--- config.mk ---
export PLATFORM = sky130hd
export DESIGN_NAME = i2s_tx_ctrl
export DESIGN_NICKNAME = d
export VERILOG_FILES = /design/src/rtl/i2s_tx_ctrl.sv
export SDC_FILE = /design/constraint.sdc
export NUM_CORES = 1
export LEC_CHECK = 0
export CORE_UTILIZATION = 59
export CTS_BUF_LIST = sky130_fd_sc_hd__clkbuf_8
export DETAILED_ROUTE_END_ITERATION = 10
export PLACE_DENSITY = 0.82
export SLEW_MARGIN = 30
export SYNTH_ARGS = -nofsm -noshare
export SYNTH_HDL_FRONTEND = slang
export SYNTH_SLANG_ARGS = --single-unit
--- constraint.sdc ---
create_clock -name clk -period 5.8 [get_ports clk]
set_clock_uncertainty 0.05 [all_clocks]
set_input_delay 0.87 -clock clk [delete_from_list [all_inputs] [get_ports clk]]
set_output_delay 0.87 -clock clk [all_outputs]
set_load 0.1 [all_outputs]
--- src/rtl/i2s_tx_ctrl.sv ---
// I2S transmit sequencer: divides clk into BCLK, sequences LRCLK and MSB-first serial data,
// and pulls stereo sample pairs from upstream through a one-deep holding register.
module i2s_tx_ctrl #(
  parameter int unsigned CLK_DIV = 32,
  parameter int unsigned DATA_W  = 16
) (
  input  logic              clk,
  input  logic              reset,
  input  logic              enable,
  input  logic              s_valid,
  output logic              s_ready,
  input  logic [DATA_W-1:0] s_left,
  input  logic [DATA_W-1:0] s_right,
  output logic              bclk,
  output logic              lrclk,
  output logic              sdata,
  output logic              underrun,
  output logic              frame_start
);

  localparam int unsigned FrameW = 2 * DATA_W;
  localparam int unsigned CntW   = $clog2(FrameW);

  localparam logic [15:0]     DivLast = 16'(CLK_DIV - 1);
  localparam logic [CntW-1:0] CntLast = CntW'(FrameW - 1);
  localparam logic [CntW-1:0] LrLo    = CntW'(DATA_W - 1);
  localparam logic [CntW-1:0] LrHi    = CntW'(FrameW - 2);

  logic [15:0]       half_cnt_q;
  logic [CntW-1:0]   bit_cnt_q, bit_cnt_d;
  logic [FrameW-1:0] shift_q, shift_d;
  logic [DATA_W-1:0] hold_l_q, hold_r_q;
  logic              hold_full_q;
  logic              fall, wrap, lr_d;

  assign s_ready = ~hold_full_q;

  // A fall event is the half-period expiry that drives bclk from 1 to 0.
  always_comb begin
    fall      = enable && (half_cnt_q == 16'd0) && bclk;
    wrap      = (bit_cnt_q == CntLast);
    bit_cnt_d = wrap ? '0 : bit_cnt_q + 1'b1;
    shift_d   = {shift_q[FrameW-2:0], 1'b0};
    if (wrap) begin
      shift_d = hold_full_q ? {hold_l_q, hold_r_q} : '0;
    end
    lr_d = (bit_cnt_d >= LrLo) && (bit_cnt_d <= LrHi);
  end

  always_ff @(posedge clk) begin
    if (reset) begin
      half_cnt_q  <= DivLast;
      bit_cnt_q   <= CntLast;
      shift_q     <= '0;
      hold_l_q    <= '0;
      hold_r_q    <= '0;
      hold_full_q <= 1'b0;
      bclk        <= 1'b0;
      lrclk       <= 1'b0;
      sdata       <= 1'b0;
      underrun    <= 1'b0;
      frame_start <= 1'b0;
    end else begin
      frame_start <= 1'b0;
      underrun    <= 1'b0;

      // Capture and frame-load emptying are mutually exclusive: one needs empty, the other full.
      if (s_valid && !hold_full_q) begin
        hold_l_q    <= s_left;
        hold_r_q    <= s_right;
        hold_full_q <= 1'b1;
      end else if (fall && wrap) begin
        hold_full_q <= 1'b0;
      end

      if (!enable) begin
        half_cnt_q <= DivLast;
        bit_cnt_q  <= CntLast;
        shift_q    <= '0;
        bclk       <= 1'b0;
        lrclk      <= 1'b0;
        sdata      <= 1'b0;
      end else if (half_cnt_q == 16'd0) begin
        half_cnt_q <= DivLast;
        bclk       <= ~bclk;
        if (bclk) begin
          bit_cnt_q <= bit_cnt_d;
          shift_q   <= shift_d;
          sdata     <= shift_d[FrameW-1];
          lrclk     <= lr_d;
          if (wrap) begin
            frame_start <= 1'b1;
            underrun    <= ~hold_full_q;
          end
        end
      end else begin
        half_cnt_q <= half_cnt_q - 1'b1;
      end
    end
  end

endmodule
Word level (Yosys, flattened, before mapping)
Cells that the tools add are included.
{"block": "word_totals", "regBits": 90, "latchBits": 0, "memories": 0, "elab_cells": 40, "input_bits": 36, "ramBits": 0, "mem_bits_ro": 0}
{"block": "op_classes", "reduce_logical": 13, "addsub": 2, "n_div": 0, "multipliers": 0, "shifts": 0, "n_mux": 6, "eq_ne": 1, "magnitude_cmp": 2, "bitwise": 5}
{"operator": "32-bit 2-to-1 mux", "n": 2}
{"operator": "16-bit logical NOT", "n": 1}
{"operator": "16-bit by 1-bit subtractor with 16-bit output (second input constant)", "n": 1}
{"operator": "5-bit by 1-bit adder with 5-bit output (second input constant)", "n": 1}
{"operator": "5-bit == test (second input constant)", "n": 1}
{"operator": "5-bit by 4-bit greater-or-equal comparator with 1-bit output (second input constant)", "n": 1}
{"operator": "5-bit <= comparator (second input constant)", "n": 1}
{"operator": "1-bit logical AND", "n": 5}
{"operator": "5-bit 2-to-1 mux", "n": 1}
{"operator": "1-bit inverter", "n": 5}
{"operator": "5-bit OR reduction", "n": 1}
{"operator": "4-bit OR reduction", "n": 1}
{"operator": "1-bit 2-to-1 mux", "n": 3}
{"operator": "3-bit OR reduction", "n": 1}
{"operator": "2-bit AND reduction", "n": 1}
{"operator": "2-bit nonzero test", "n": 1}
{"operator": "2-bit OR reduction", "n": 1}
{"operator": "1-bit logical NOT", "n": 1}

Longest topological paths before layout
Gate-level depths: netlist (run 1).
{"block": "logic_depth", "ltp_word": 6, "ltp_mapped": 9, "mapped_depth_nobuf": 7}

Worst setup path after synthesis (run 1)
OpenSTA, ideal clock, no wires.
{"block": "synth_path", "path_kind": "input-to-reg", "from": "in reset", "to": "reg bclk", "required_ns": 5.611, "setup_ns": 0.139, "t_arrival_ns": 2.017, "cell_stages": 5, "path_slack_ns": 3.594, "path_cell_list": "clkbuf_1 > nand2b_1 > clkbuf_1 > clkbuf_1 > nor2_1"}
{"block": "synth_via", "elab_chain_cells": 1}
{"item": "from (decl)", "line_no": "8", "text": "input logic reset,"}
{"item": "2-bit OR reduction (no line)"}
{"item": "to (signal assigned)", "line_no": "85", "text": "bclk <= ~bclk;"}
{"item": "to (decl)", "line_no": "14", "text": "output logic bclk,"}
No other way between the ends.
A chain may end at the register's enable or synchronous reset.

Worst setup path after layout (run 1)
{"block": "layout_path", "from": "reg bclk", "to": "out bclk"}
No word-level cell between the ends.

==> impl_metrics.json, run 1 <==
{
  "outcome": "finished, final reports clean",
  "antenna_found_initial": 0,
  "route.detailed.drc": 0,
  "hold_buffers": 0,
  "rsz0062_at_grt": "false",
  "holdWs_ns": 0.379,
  "clock_path_buffers": 2,
  "holdCritPathClass": "reg -> reg",
  "layout.cells.most_common": "nand2_1",
  "die_h_um": 85.1,
  "root_buffer": "clkbuf_8",
  "endpoint_kind": "output port",
  "cp.required_ns": 4.88,
  "cts_sinks": 90,
  "cap_violations": 0,
  "cts.htree.levels": 3,
  "cp_top_family": "buffers and inverters",
  "dp.cells": 609,
  "nFillCells": 526,
  "wl_per_cell_um": 13.4,
  "area_delta_synth_final_pct": 15.0,
  "dp_hpwl_um": 5190,
  "gr-total-overflow": 0,
  "dr.first_iter.drc_count": 169,
  "dieWidth_um": 85.1,
  "max_freq_mhz": 348,
  "yosys.area.top_type_share_pct": 44.2,
  "setup_slack_ns": 2.93,
  "ir_drop_mv": 0.143,
  "synth.distinct_cells": 39,
  "first_pass_iters": 6,
  "io_pins": 42,
  "power_density_nw_per_um2": 271,
  "vias": 3401,
  "p_leak_uw": 0.00159,
  "tightestPinTransition_ns": 0.972,
  "std_cell_rows": 29,
  "pre_cts_ws_ns": 3.04,
  "viasPerCell": 5.44,
  "hold_violations": 0,
  "final_cell_mix": "nand2_1, dfxtp_1, clkdlybuf4s50_1, a21oi_1, o21ai_0",
  "core_um2": 6490,
  "clkTransAtPathRegs_ns": 0.09,
  "grt_max_degree": 66,
  "synth-edff-count": 0,
  "insertion_delay_ns": 0.35,
  "ys_top_cells_by_area": "dfxtp_1, nand2_1, a21oi_2",
  "cp_cell_sequence": "clkdlybuf4s50_1",
  "cts-resized-gates": 0,
  "period_share_pct": 49.5,
  "slowest_stage": "clkdlybuf4s50_1",
  "nNetsFinal": 584,
  "ys.flop_type": "dfxtp_1",
  "synth_warnings": 0,
  "regArea_um2": 1800,
  "slew_violations": 0,
  "setup_viol": 0,
  "gp_congestion": 0.791,
  "grt_pass1_vias": 3289,
  "arrival_ns": 1.95,
  "regToRegSetupSlack_ns": 3.60,
  "crit_buf_inv": 1,
  "synth-seq-area-share_pct": 44.2,
  "cts_tree": "built",
  "wl_um": 8350,
  "start_util_pct": 62.8,
  "post-cts-setup-buffer-count": 0,
  "slowest_delay_ns": 1.17,
  "cts_buffers": 9,
  "diodes": 0,
  "grt_pass1_wl_um": 14500,
  "min_period_ns": 2.87,
  "syn_area_um2": 4080,
  "cp_max_fo": 5,
  "setup_tns_ns": 0,
  "instances_no_fill": 625,
  "final_core_util_pct": 72.2,
  "multiInputGateArea_um2": 2060,
  "ys_async_sr_fraction_pct": 0,
  "avgSynthCellArea_um2": 7.78,
  "synth_seq_cells": 90,
  "final_layout_size_suffix_gt1_share_pct": 15.3,
  "synthCells": 524,
  "io_buffers": 41,
  "die_area_um2": 7250,
  "drtAntennaViolNets": 0,
  "yosys.area.top_type": "dfxtp_1",
  "slew_headroom_pct": 35.0,
  "cp-start-kind": "register",
  "synth.net_count": 565,
  "grt.total_usage_pct": 25.0,
  "critPathKind": "reg -> out"
}
-- logic make-up after synthesis --
family | synth area share, %
AO/OA/AOI/OAI | 17.9
XOR/XNOR | 2.79
adder cells (fa/ha/maj) | 1.53
buffers and inverters | 5.68
flip-flops | 44.2
AND/OR/NAND/NOR | 27.9
-- cells in the mapped netlist, types with 5 or more instances --
| library cell | instances |
|---|---|
| dfxtp_1 | 90 |
| xnor2_1 | 9 |
| nand2_1 | 171 |
| nor3_1 | 5 |
| nand2_2 | 30 |
| a21oi_2 | 30 |
| inv_1 | 6 |
| nor2_1 | 23 |
| o21ai_0 | 36 |
| nand4_1 | 5 |
| a21oi_1 | 36 |
| clkbuf_1 | 27 |
| ha_1 | 5 |
-- per-layer routing --
metal / wire length, µm / part of all wire [%] / track usage [%]
met2: 3900 / 47 / 42.4
met1: 3930 / 47 / 32.1
met3: 466 / 5.6 / 6.13
met5: 0 / 0 / 0
met4: 49 / 0.59 / 5.86
-- sequential cells by signal, summed over array words and instances (netlist names) --
signal	count
shift_q	31
hold_r_q	16
half_cnt_q	16
bclk	1
bit_cnt_q	5
lrclk	1
frame_start	1
underrun	1
hold_full_q	1
sdata	1
hold_l_q	16
-- through the flow --
| stage | area (µm²) | total power, µW |
|---|---|---|
| floorplan | 4080 | 698 |
| global placement | 4410 | 731 |
| detailed placement | 4420 | 734 |
| CTS | 4690 | 1280 |
| global route | 4690 | 1320 |
| finish | 4690 | 1270 |
-- power breakdown --
group	leakage (µW)	switching, µW	total (µW)	internal [µW]
registers	0.000731	7.85	639	631
clock network	0.000138	211	550	339
logic	0.000725	46.3	81.6	35.3
-- final timing paths --
path	startpoint	end	depth (start not counted)
setup / recovery	bclk	bclk	1
hold / removal	half_cnt_q[0]	half_cnt_q[0]	1
setup reg to reg	half_cnt_q[6]	bit_cnt_q[2]	5
hold reg to reg	half_cnt_q[0]	half_cnt_q[0]	1
-- area by class of cell --
type	count	share of cell area [%]
flip-flops and latches	90	38.4
well taps	77	2.05
clock buffers	10	2.93
inverters	6	0.480
repair buffers	45	9.39
clock inverters	6	2.75
multi-input cells	391	44.0
(Power assumes the default switching activity.)
==> inputs of run 2 (changes only) <==
==> constraint.sdc (replaced) <==
create_clock -name clk -period 2.75 [get_ports clk]
set_clock_uncertainty 0.05 [all_clocks]
set_input_delay 0.4125 -clock clk [delete_from_list [all_inputs] [get_ports clk]]
set_output_delay 0.4125 -clock clk [all_outputs]
set_load 0.1 [all_outputs]
==> run 2 against run 1 <==
  * Global-route usage about the same
  * Non-clock buffer count up 6
  * Total power up 90%
  * Combinational power up 110%
  * Sequential share of layout area up 0.42 points
  * Via count about the same
  * Largest power group unchanged
  * Highest routed layer unchanged
==> impl_metrics.json, run 2 (synthesized netlist as in run 1, its figures left out) <==
{
  "dr.first_iter.drc_count": 126,
  "clkTransAtPathRegs_ns": 0.08,
  "grt_pass1_wl_um": 14600,
  "clock_path_buffers": 2,
  "layout.cells.most_common": "nand2_1",
  "setup_slack_ns": 0.582,
  "grt_max_degree": 66,
  "hold_buffers": 0,
  "die_area_um2": 7250,
  "grt.total_usage_pct": 25.0,
  "final_cell_mix": "nand2_1, dfxtp_1, a21oi_1, o21ai_0, clkdlybuf4s50_1",
  "viasPerCell": 5.39,
  "ir_drop_mv": 0.362,
  "hold_violations": 0,
  "grtUsageMet1_pct": 32.6,
  "gp_congestion": 0.781,
  "slew_violations": 0,
  "std_cell_rows": 29,
  "antenna_found_initial": 0,
  "pre_cts_ws_ns": 0.568,
  "cts-resized-gates": 0,
  "slowest_stage": "and4_4",
  "post-cts-setup-buffer-count": 0,
  "min_period_ns": 2.17,
  "dieWidth_um": 85.1,
  "wl_per_cell_um": 13.1,
  "tightestPinTransition_ns": 0.615,
  "holdCritPathClass": "reg -> reg",
  "gr-usage-met3_pct": 4.96,
  "final_core_util_pct": 71.4,
  "period_share_pct": 78.8,
  "cp_max_fo": 26,
  "gr-total-overflow": 0,
  "regMostFlops": "shift_q",
  "nFillCells": 532,
  "outcome": "finished, final reports clean",
  "cap_violations": 0,
  "io_pins": 42,
  "drtAntennaViolNets": 0,
  "io_buffers": 41,
  "largest_register_ffs": 31,
  "setup_viol": 0,
  "route.detailed.drc": 0,
  "grt.busiest_layer": "met2",
  "insertion_delay_ns": 0.34,
  "cts_sinks": 90,
  "cts.htree.levels": 3,
  "slew_headroom_pct": 58.9,
  "dp_hpwl_um": 5390,
  "power_density_nw_per_um2": 520,
  "rsz0062_at_grt": "false",
  "cp_cell_sequence": "or3_1 > nor3_4 > and4_4 > buf_4 > nand2_2 > a21oi_2",
  "arrival_ns": 2.39,
  "nNetsFinal": 590,
  "cp-start-kind": "register",
  "die_h_um": 85.1,
  "start_util_pct": 62.8,
  "cts_tree": "built",
  "vias": 3400,
  "max_freq_mhz": 461,
  "grt_pass1_vias": 3314,
  "core_um2": 6490,
  "cp.required_ns": 2.98,
  "diodes": 0,
  "cts_buffers": 9,
  "p_leak_uw": 0.00160,
  "critPathKind": "reg -> reg",
  "slowest_delay_ns": 0.54,
  "met2_usage_pct": 40.5,
  "setup_tns_ns": 0,
  "endpoint_kind": "register",
  "final_layout_size_suffix_gt1_share_pct": 16.8,
  "area_delta_synth_final_pct": 13.7,
  "root_buffer": "clkbuf_8",
  "first_pass_iters": 4,
  "wl_um": 8250
}
-- run 2: final timing paths --
kind	slack, ns	end	startpoint	cells after the start
max	0.58	shift_q[2]	half_cnt_q[5]	6
min	0.37	half_cnt_q[0]	half_cnt_q[0]	1
min reg2reg	0.37	half_cnt_q[0]	half_cnt_q[0]	1
max reg2reg	0.58	shift_q[2]	half_cnt_q[5]	6
-- run 2: layer usage --
layer / part of all wire, % / vias up
li1: - / 1770
met3: 3.8 / 16
met5: 0 / -
met4: 1.9 / 0
met1: 49 / 1538
met2: 45 / 76
-- run 2: final cells by class --
class	instances	area, µm²	area share (%)
Clock buffer	11	151	3.26
Clock inverter	5	46.3	0.998
Inverter	6	22.5	0.486
Multi-Input combinational cell	391	2050	44.2
Sequential cell	90	1800	38.8
Tap cell	77	96.3	2.08
Timing Repair Buffer	51	470	10.1
-- run 2: metrics by stage --
stage	power, µW	hold slack (ns)	cells	cell area, µm²
6_report	2410	0.365	631	4640
5_1_grt	2500	0.391	631	4640
4_1_cts	2420	0.364	631	4640
3_5_place_dp	1550	0.346	615	4440
3_3_place_gp	1550	0.343	615	4440
2_1_floorplan	1470	0.329	524	4080
-- run 2: critical path, delay by kind of cell, from the launching register on --
family	cells	cell delay, ns
flops	1	0.34
simple gates	4	1.32
compound gates	1	0.14
buf+inv	1	0.25
-- run 2: power by group --
part / switching [µW] / internal (µW)
registers: 19.2 / 1330
logic: 94.9 / 77.1
clock network: 431 / 459
total: 546 / 1870
